===== src/rtl/decode_write_back_if.sv =====
// Decode/write-back bus between fetch/execute and the register file stage.
// Carries instruction fields, write-back data and decoded IDs / read data.
interface decode_write_back_if;
  logic [3:0]  icode;
  logic [3:0]  ifun;
  logic [3:0]  rA;
  logic [3:0]  rB;
  logic        Cnd;
  logic [63:0] valE;
  logic [63:0] valM;
  logic [3:0]  dstE;
  logic [3:0]  dstM;
  logic [3:0]  srcA;
  logic [3:0]  srcB;
  logic [63:0] valA;
  logic [63:0] valB;

  modport master (
    output icode, ifun, rA, rB, Cnd, valE, valM,
    input  dstE, dstM, srcA, srcB, valA, valB
  );

  modport slave (
    input  icode, ifun, rA, rB, Cnd, valE, valM,
    output dstE, dstM, srcA, srcB, valA, valB
  );
endinterface


===== src/rtl/decode_write_back.sv =====
// Y86-64 decode / write-back stage: 15x64 register file, combinational
// decode and reads, clocked write of valE/valM.
module decode_write_back (
  input  logic                 clk,
  input  logic                 reset,
  decode_write_back_if.slave   d,
  output logic [63:0]          rax,
  output logic [63:0]          rcx,
  output logic [63:0]          rdx,
  output logic [63:0]          rbx,
  output logic [63:0]          rsp,
  output logic [63:0]          rbp,
  output logic [63:0]          rsi,
  output logic [63:0]          rdi,
  output logic [63:0]          r8,
  output logic [63:0]          r9,
  output logic [63:0]          r10,
  output logic [63:0]          r11,
  output logic [63:0]          r12,
  output logic [63:0]          r13,
  output logic [63:0]          r14
);
  localparam logic [3:0] RNONE = 4'hF;
  localparam logic [3:0] RSP   = 4'h4;

  logic [63:0] rf [0:14];
  logic [3:0]  srca, srcb, dste, dstm;
  logic        unused_ifun;

  assign unused_ifun = ^d.ifun;

  always_comb begin
    srca = RNONE;
    srcb = RNONE;
    dste = RNONE;
    dstm = RNONE;
    unique case (d.icode)
      4'h2: begin
        srca = d.rA;
        dste = d.Cnd ? d.rB : RNONE;
      end
      4'h3: dste = d.rB;
      4'h4: begin
        srca = d.rA;
        srcb = d.rB;
      end
      4'h5: begin
        srcb = d.rB;
        dstm = d.rA;
      end
      4'h6: begin
        srca = d.rA;
        srcb = d.rB;
        dste = d.rB;
      end
      4'h8: begin
        srcb = RSP;
        dste = RSP;
      end
      4'h9: begin
        srca = RSP;
        srcb = RSP;
        dste = RSP;
      end
      4'hA: begin
        srca = d.rA;
        srcb = RSP;
        dste = RSP;
      end
      4'hB: begin
        srca = RSP;
        srcb = RSP;
        dste = RSP;
        dstm = d.rA;
      end
      default: ;
    endcase
  end

  assign d.srcA = srca;
  assign d.srcB = srcb;
  assign d.dstE = dste;
  assign d.dstM = dstm;
  assign d.valA = (srca == RNONE) ? 64'd0 : rf[srca];
  assign d.valB = (srcb == RNONE) ? 64'd0 : rf[srcb];

  // dstM is written last so valM wins when both target one register
  always_ff @(posedge clk) begin
    if (reset) begin
      for (int i = 0; i < 15; i++) rf[i] <= 64'd0;
    end else begin
      if (dste != RNONE) rf[dste] <= d.valE;
      if (dstm != RNONE) rf[dstm] <= d.valM;
    end
  end

  assign rax = rf[0];
  assign rcx = rf[1];
  assign rdx = rf[2];
  assign rbx = rf[3];
  assign rsp = rf[4];
  assign rbp = rf[5];
  assign rsi = rf[6];
  assign rdi = rf[7];
  assign r8  = rf[8];
  assign r9  = rf[9];
  assign r10 = rf[10];
  assign r11 = rf[11];
  assign r12 = rf[12];
  assign r13 = rf[13];
  assign r14 = rf[14];
endmodule


===== src/flat_wrapper.sv =====
// flat-port wrapper written by rule: the top's interface ports become plain ports
module decode_write_back_flat 
  (clk, reset, rax, rcx, rdx, rbx, rsp, rbp, rsi, rdi, r8, r9, r10, r11, r12, r13, r14, d_icode, d_ifun, d_rA, d_rB, d_Cnd, d_valE, d_valM, d_dstE, d_dstM, d_srcA, d_srcB, d_valA, d_valB);
  decode_write_back_if d_i ();
  input  logic clk;
  input  logic reset;
  output logic [63:0] rax;
  output logic [63:0] rcx;
  output logic [63:0] rdx;
  output logic [63:0] rbx;
  output logic [63:0] rsp;
  output logic [63:0] rbp;
  output logic [63:0] rsi;
  output logic [63:0] rdi;
  output logic [63:0] r8;
  output logic [63:0] r9;
  output logic [63:0] r10;
  output logic [63:0] r11;
  output logic [63:0] r12;
  output logic [63:0] r13;
  output logic [63:0] r14;
  input wire logic [$bits(d_i.icode)-1:0] d_icode;
  input wire logic [$bits(d_i.ifun)-1:0] d_ifun;
  input wire logic [$bits(d_i.rA)-1:0] d_rA;
  input wire logic [$bits(d_i.rB)-1:0] d_rB;
  input wire logic [$bits(d_i.Cnd)-1:0] d_Cnd;
  input wire logic [$bits(d_i.valE)-1:0] d_valE;
  input wire logic [$bits(d_i.valM)-1:0] d_valM;
  output wire logic [$bits(d_i.dstE)-1:0] d_dstE;
  output wire logic [$bits(d_i.dstM)-1:0] d_dstM;
  output wire logic [$bits(d_i.srcA)-1:0] d_srcA;
  output wire logic [$bits(d_i.srcB)-1:0] d_srcB;
  output wire logic [$bits(d_i.valA)-1:0] d_valA;
  output wire logic [$bits(d_i.valB)-1:0] d_valB;
  assign d_i.icode = d_icode;
  assign d_i.ifun = d_ifun;
  assign d_i.rA = d_rA;
  assign d_i.rB = d_rB;
  assign d_i.Cnd = d_Cnd;
  assign d_i.valE = d_valE;
  assign d_i.valM = d_valM;
  assign d_dstE = d_i.dstE;
  assign d_dstM = d_i.dstM;
  assign d_srcA = d_i.srcA;
  assign d_srcB = d_i.srcB;
  assign d_valA = d_i.valA;
  assign d_valB = d_i.valB;
  decode_write_back u_core (.clk(clk), .reset(reset), .d(d_i), .rax(rax), .rcx(rcx), .rdx(rdx), .rbx(rbx), .rsp(rsp), .rbp(rbp), .rsi(rsi), .rdi(rdi), .r8(r8), .r9(r9), .r10(r10), .r11(r11), .r12(r12), .r13(r13), .r14(r14));
endmodule

===== config.mk =====
export PLATFORM = sky130hd
export DESIGN_NAME = decode_write_back_flat
export DESIGN_NICKNAME = d
export VERILOG_FILES = /design/src/rtl/decode_write_back_if.sv /design/src/rtl/decode_write_back.sv /design/src/flat_wrapper.sv
export SDC_FILE = /design/constraint.sdc
export NUM_CORES = 2
export LEC_CHECK = 0
export ABC_CLOCK_PERIOD_IN_PS = 20800
export CORE_AREA = 2 2 489 491
export CTS_CLUSTER_DIAMETER = 120
export DETAILED_ROUTE_END_ITERATION = 7
export DIE_AREA = 0 0 491 493
export PLACE_DENSITY = 0.53
export SLEW_MARGIN = 20
export SYNTH_ARGS = -nofsm -noshare
export SYNTH_HDL_FRONTEND = slang
export SYNTH_SLANG_ARGS = --single-unit

===== constraint.sdc =====
create_clock -name clk -period 20.8 [get_ports clk]
set_input_delay 4.16 -clock clk [delete_from_list [all_inputs] [get_ports clk]]
set_output_delay 4.16 -clock clk [all_outputs]
set_load 0.05 [all_outputs]

==> results.py <==
metrics = {
    "logic_synthesis": {
        "ys_ff_latch": 1024,
        "ys_seq_area_share_pct": 53.4,
        "synth_area_leader_cell": "edfxtp_1",
        "synthTopCellsByArea": "edfxtp_1 (53%), a22o_1 (15%), a221oi_1 (6.0%), mux2i_1 (4.1%), clkbuf_1 (3.7%)",
        "yosysMostFrequentCell": "edfxtp_1",
        "mappedNetlistArea_um2": 57600,
        "avgSynthCellArea_um2": 11.4,
        "synth_common_cells": "edfxtp_1 (1024), a22o_1 (960), clkbuf_1 (573)",
        "synth_edf_count": 1024,
        "synth_async_sr_flop_share_pct": 0,
        "synth.distinct_cells": 52,
        "synthCells": 5066,
        "synth-main-ff-cell": "edfxtp_1",
        "ys_warn_count": 0,
        "synth_top_area_share_pct": 53.4,
    },
    "worst_setup_path": {
        "startpoint_type": "input pin",
        "criticalPathCategory": "input pin to output pin",
        "required_ns": 16.64,
        "arrival_ns": 10.23,
        "crit_path_end_kind": "output pin",
        "cp_max_fo": 43,
    },
    "layout": {
        "area_growth_pct": 34.1,
        "final_nets": 6056,
        "regMostFlops": "u_core.rf",
        "layout-drive-gt1-share_pct": 7.62,
        "largest_reg_flops": 1024,
        "reg_top3": "u_core.rf: 1024 flops",
        "fin_area_um2": 77200,
    },
    "die": {
        "fp.dieArea_um2": 242000,
        "coreArea_um2": 237000,
        "die_x_um": 491,
        "ios": 1251,
        "die_h_um": 493,
        "start_util_pct": 24.3,
        "num_rows": 179,
    },
    "drt": {
        "drc": 0,
        "firstDrtPassIters": 6,
        "wl_per_cell_um": 45.4,
        "drt-vias-per-instance": 6.60,
        "wirelength_um": 417000,
        "vias": 60726,
        "drtAntennaViolNets": 0,
        "drt_iter0_drc": 9885,
    },
    "sta": {
        "min_period_ns": 14.39,
        "fmax_ghz": 0.0695,
        "hold_ws_ns": 4.37,
        "slew_headroom_pct": 5.22,
        "worstMarginPinSlew_ns": 1.42,
        "rsz0062_at_grt": "false",
        "min_period_over_period_pct": 69.2,
        "timing.setup.tns_ns": 0,
        "drv_slew": 0,
        "finalSetupViolations": 0,
        "hold_viol": 0,
    },
    "placement": {
        "globalplace.congestion": 0.904,
        "port_buffers": 1246,
        "place_hpwl_um": 267000,
        "dpl_cell_area_um2": 73200,
    },
    "pwr": {
        "ir_drop_mv": 0.0731,
        "power_density_nw_per_um2": 86.0,
        "cellLeakagePower_nw": 26.5,
        "finalPower_mw": 6.64,
    },
    "global_route": {
        "grt_use_met3_pct": 13.1,
        "busiest_layer": "met2",
        "grt_max_degree": 123,
        "grtUsageTotal_pct": 32.7,
        "grt_pass1_wl_um": 541000,
        "grt-ovfl-total": 0,
        "grt_use_met2_pct": 50.0,
        "grt_pass1_vias": 56547,
        "antenna_found_initial": 41,
        "met1_usage_pct": 38.5,
    },
    "clock_network": {
        "hold_buffers": 0,
        "htree_levels": 4,
        "cts_inserted_buffers": 131,
        "cts_tree": "yes",
        "post_cts_buffers": 0,
        "ctsResizeCount": 0,
        "clkTransAtPathRegs_ns": 0.06,
        "cts_root_buf": "clkbuf_16",
        "cts_sinks": 1024,
        "ctsLongestPathBuffers": 3,
    },
    "run": {
        "drv_cap": 0,
    },
    "worst_hold_path": {
        "holdCritPathClass": "input pin to register",
    },
    "outcome": {
        "status": "finished clean",
    },
}
[layout by cell type (no fill, tap or decap), drive strengths merged, types with 88 or more instances in the layout]
master and count:
a21oi 189, a22o 960, clkdlybuf4s50 1243, clkbuf 158, o21ai 109, buf 168
mux2i 238, a221oi 397, nand2 553, nor2 101, edfxtp 1024, nor3 107
nand3 95, a22oi 88
[cell type report]
class | count | area, um2
Antenna cell | 33 | 82.6
Clock buffer | 158 | 3420
Clock inverter | 64 | 572
Fill cell | 23939 | 160000
Inverter | 16 | 93.8
Multi-Input combinational cell | 3325 | 24500
Sequential cell | 1024 | 30700
Tap cell | 3167 | 3960
Timing Repair Buffer | 1411 | 13800
[cells by family (layout without fill, tap and decap cells)]
| kind of cell | after synthesis | after routing | synth area share, % |
|---|---|---|---|
| AOI/OAI and AO/OA | 2079 | 2079 | 29.2 |
| DFF | 1024 | 1024 | 53.4 |
| and+or+nand+nor | 912 | 912 | 6.67 |
| buffers and inverters | 780 | 1649 | 5.35 |
| muxes | 270 | 270 | 5.39 |
| other | 1 | 97 | 0.00651 |
[through the flow]
stage / std cells / worst slack (ns) / util, %
4_1_cts: 9165 / 6.71 / 32.6
3_5_place_dp: 8943 / 6.77 / 30.9
2_1_floorplan: 5129 / 9.37 / -
5_1_grt: 9176 / 6.64 / 32.6
6_report: 9198 / 6.41 / 32.6
3_3_place_gp: 8942 / 6.80 / 30.9
[worst max-delay path: stages]
cell and delay, ns:
clkdlybuf4s50_1 0.94, and3b_1 0.68, a31o_4 0.21, buf_4 0.63, buf_4 0.67, buf_4 0.62
a221oi_1 0.11, a311o_1 0.36, a311oi_1 0.72, clkdlybuf4s50_1 0.95
[path summary, 6_finish.rpt]
path / start / to / slack, ns / cells after the start
setup / recovery: d_icode[0] / d_valA[46] / 6.41 / 10
hold / removal: d_valE[30] / u_core.rf[15][30] / 4.37 / 1
[layer usage]
layer / up-vias / share of wire, % / wire length [um]
met5: - / 0.041 / 171
met4: 26 / 6.9 / 28900
met3: 1450 / 14 / 60200
met2: 6386 / 44 / 183000
met1: 30484 / 35 / 145000
li1: 22380 / - / -
[report_power, final]
part           internal (mW)  switching (mW)  total [mW]
registers               2.41           0.169        2.58
logic                  0.486            1.35        1.83
clock network           1.23            1.00        2.23
No activity file was read; power rests on OpenSTA's default activity.
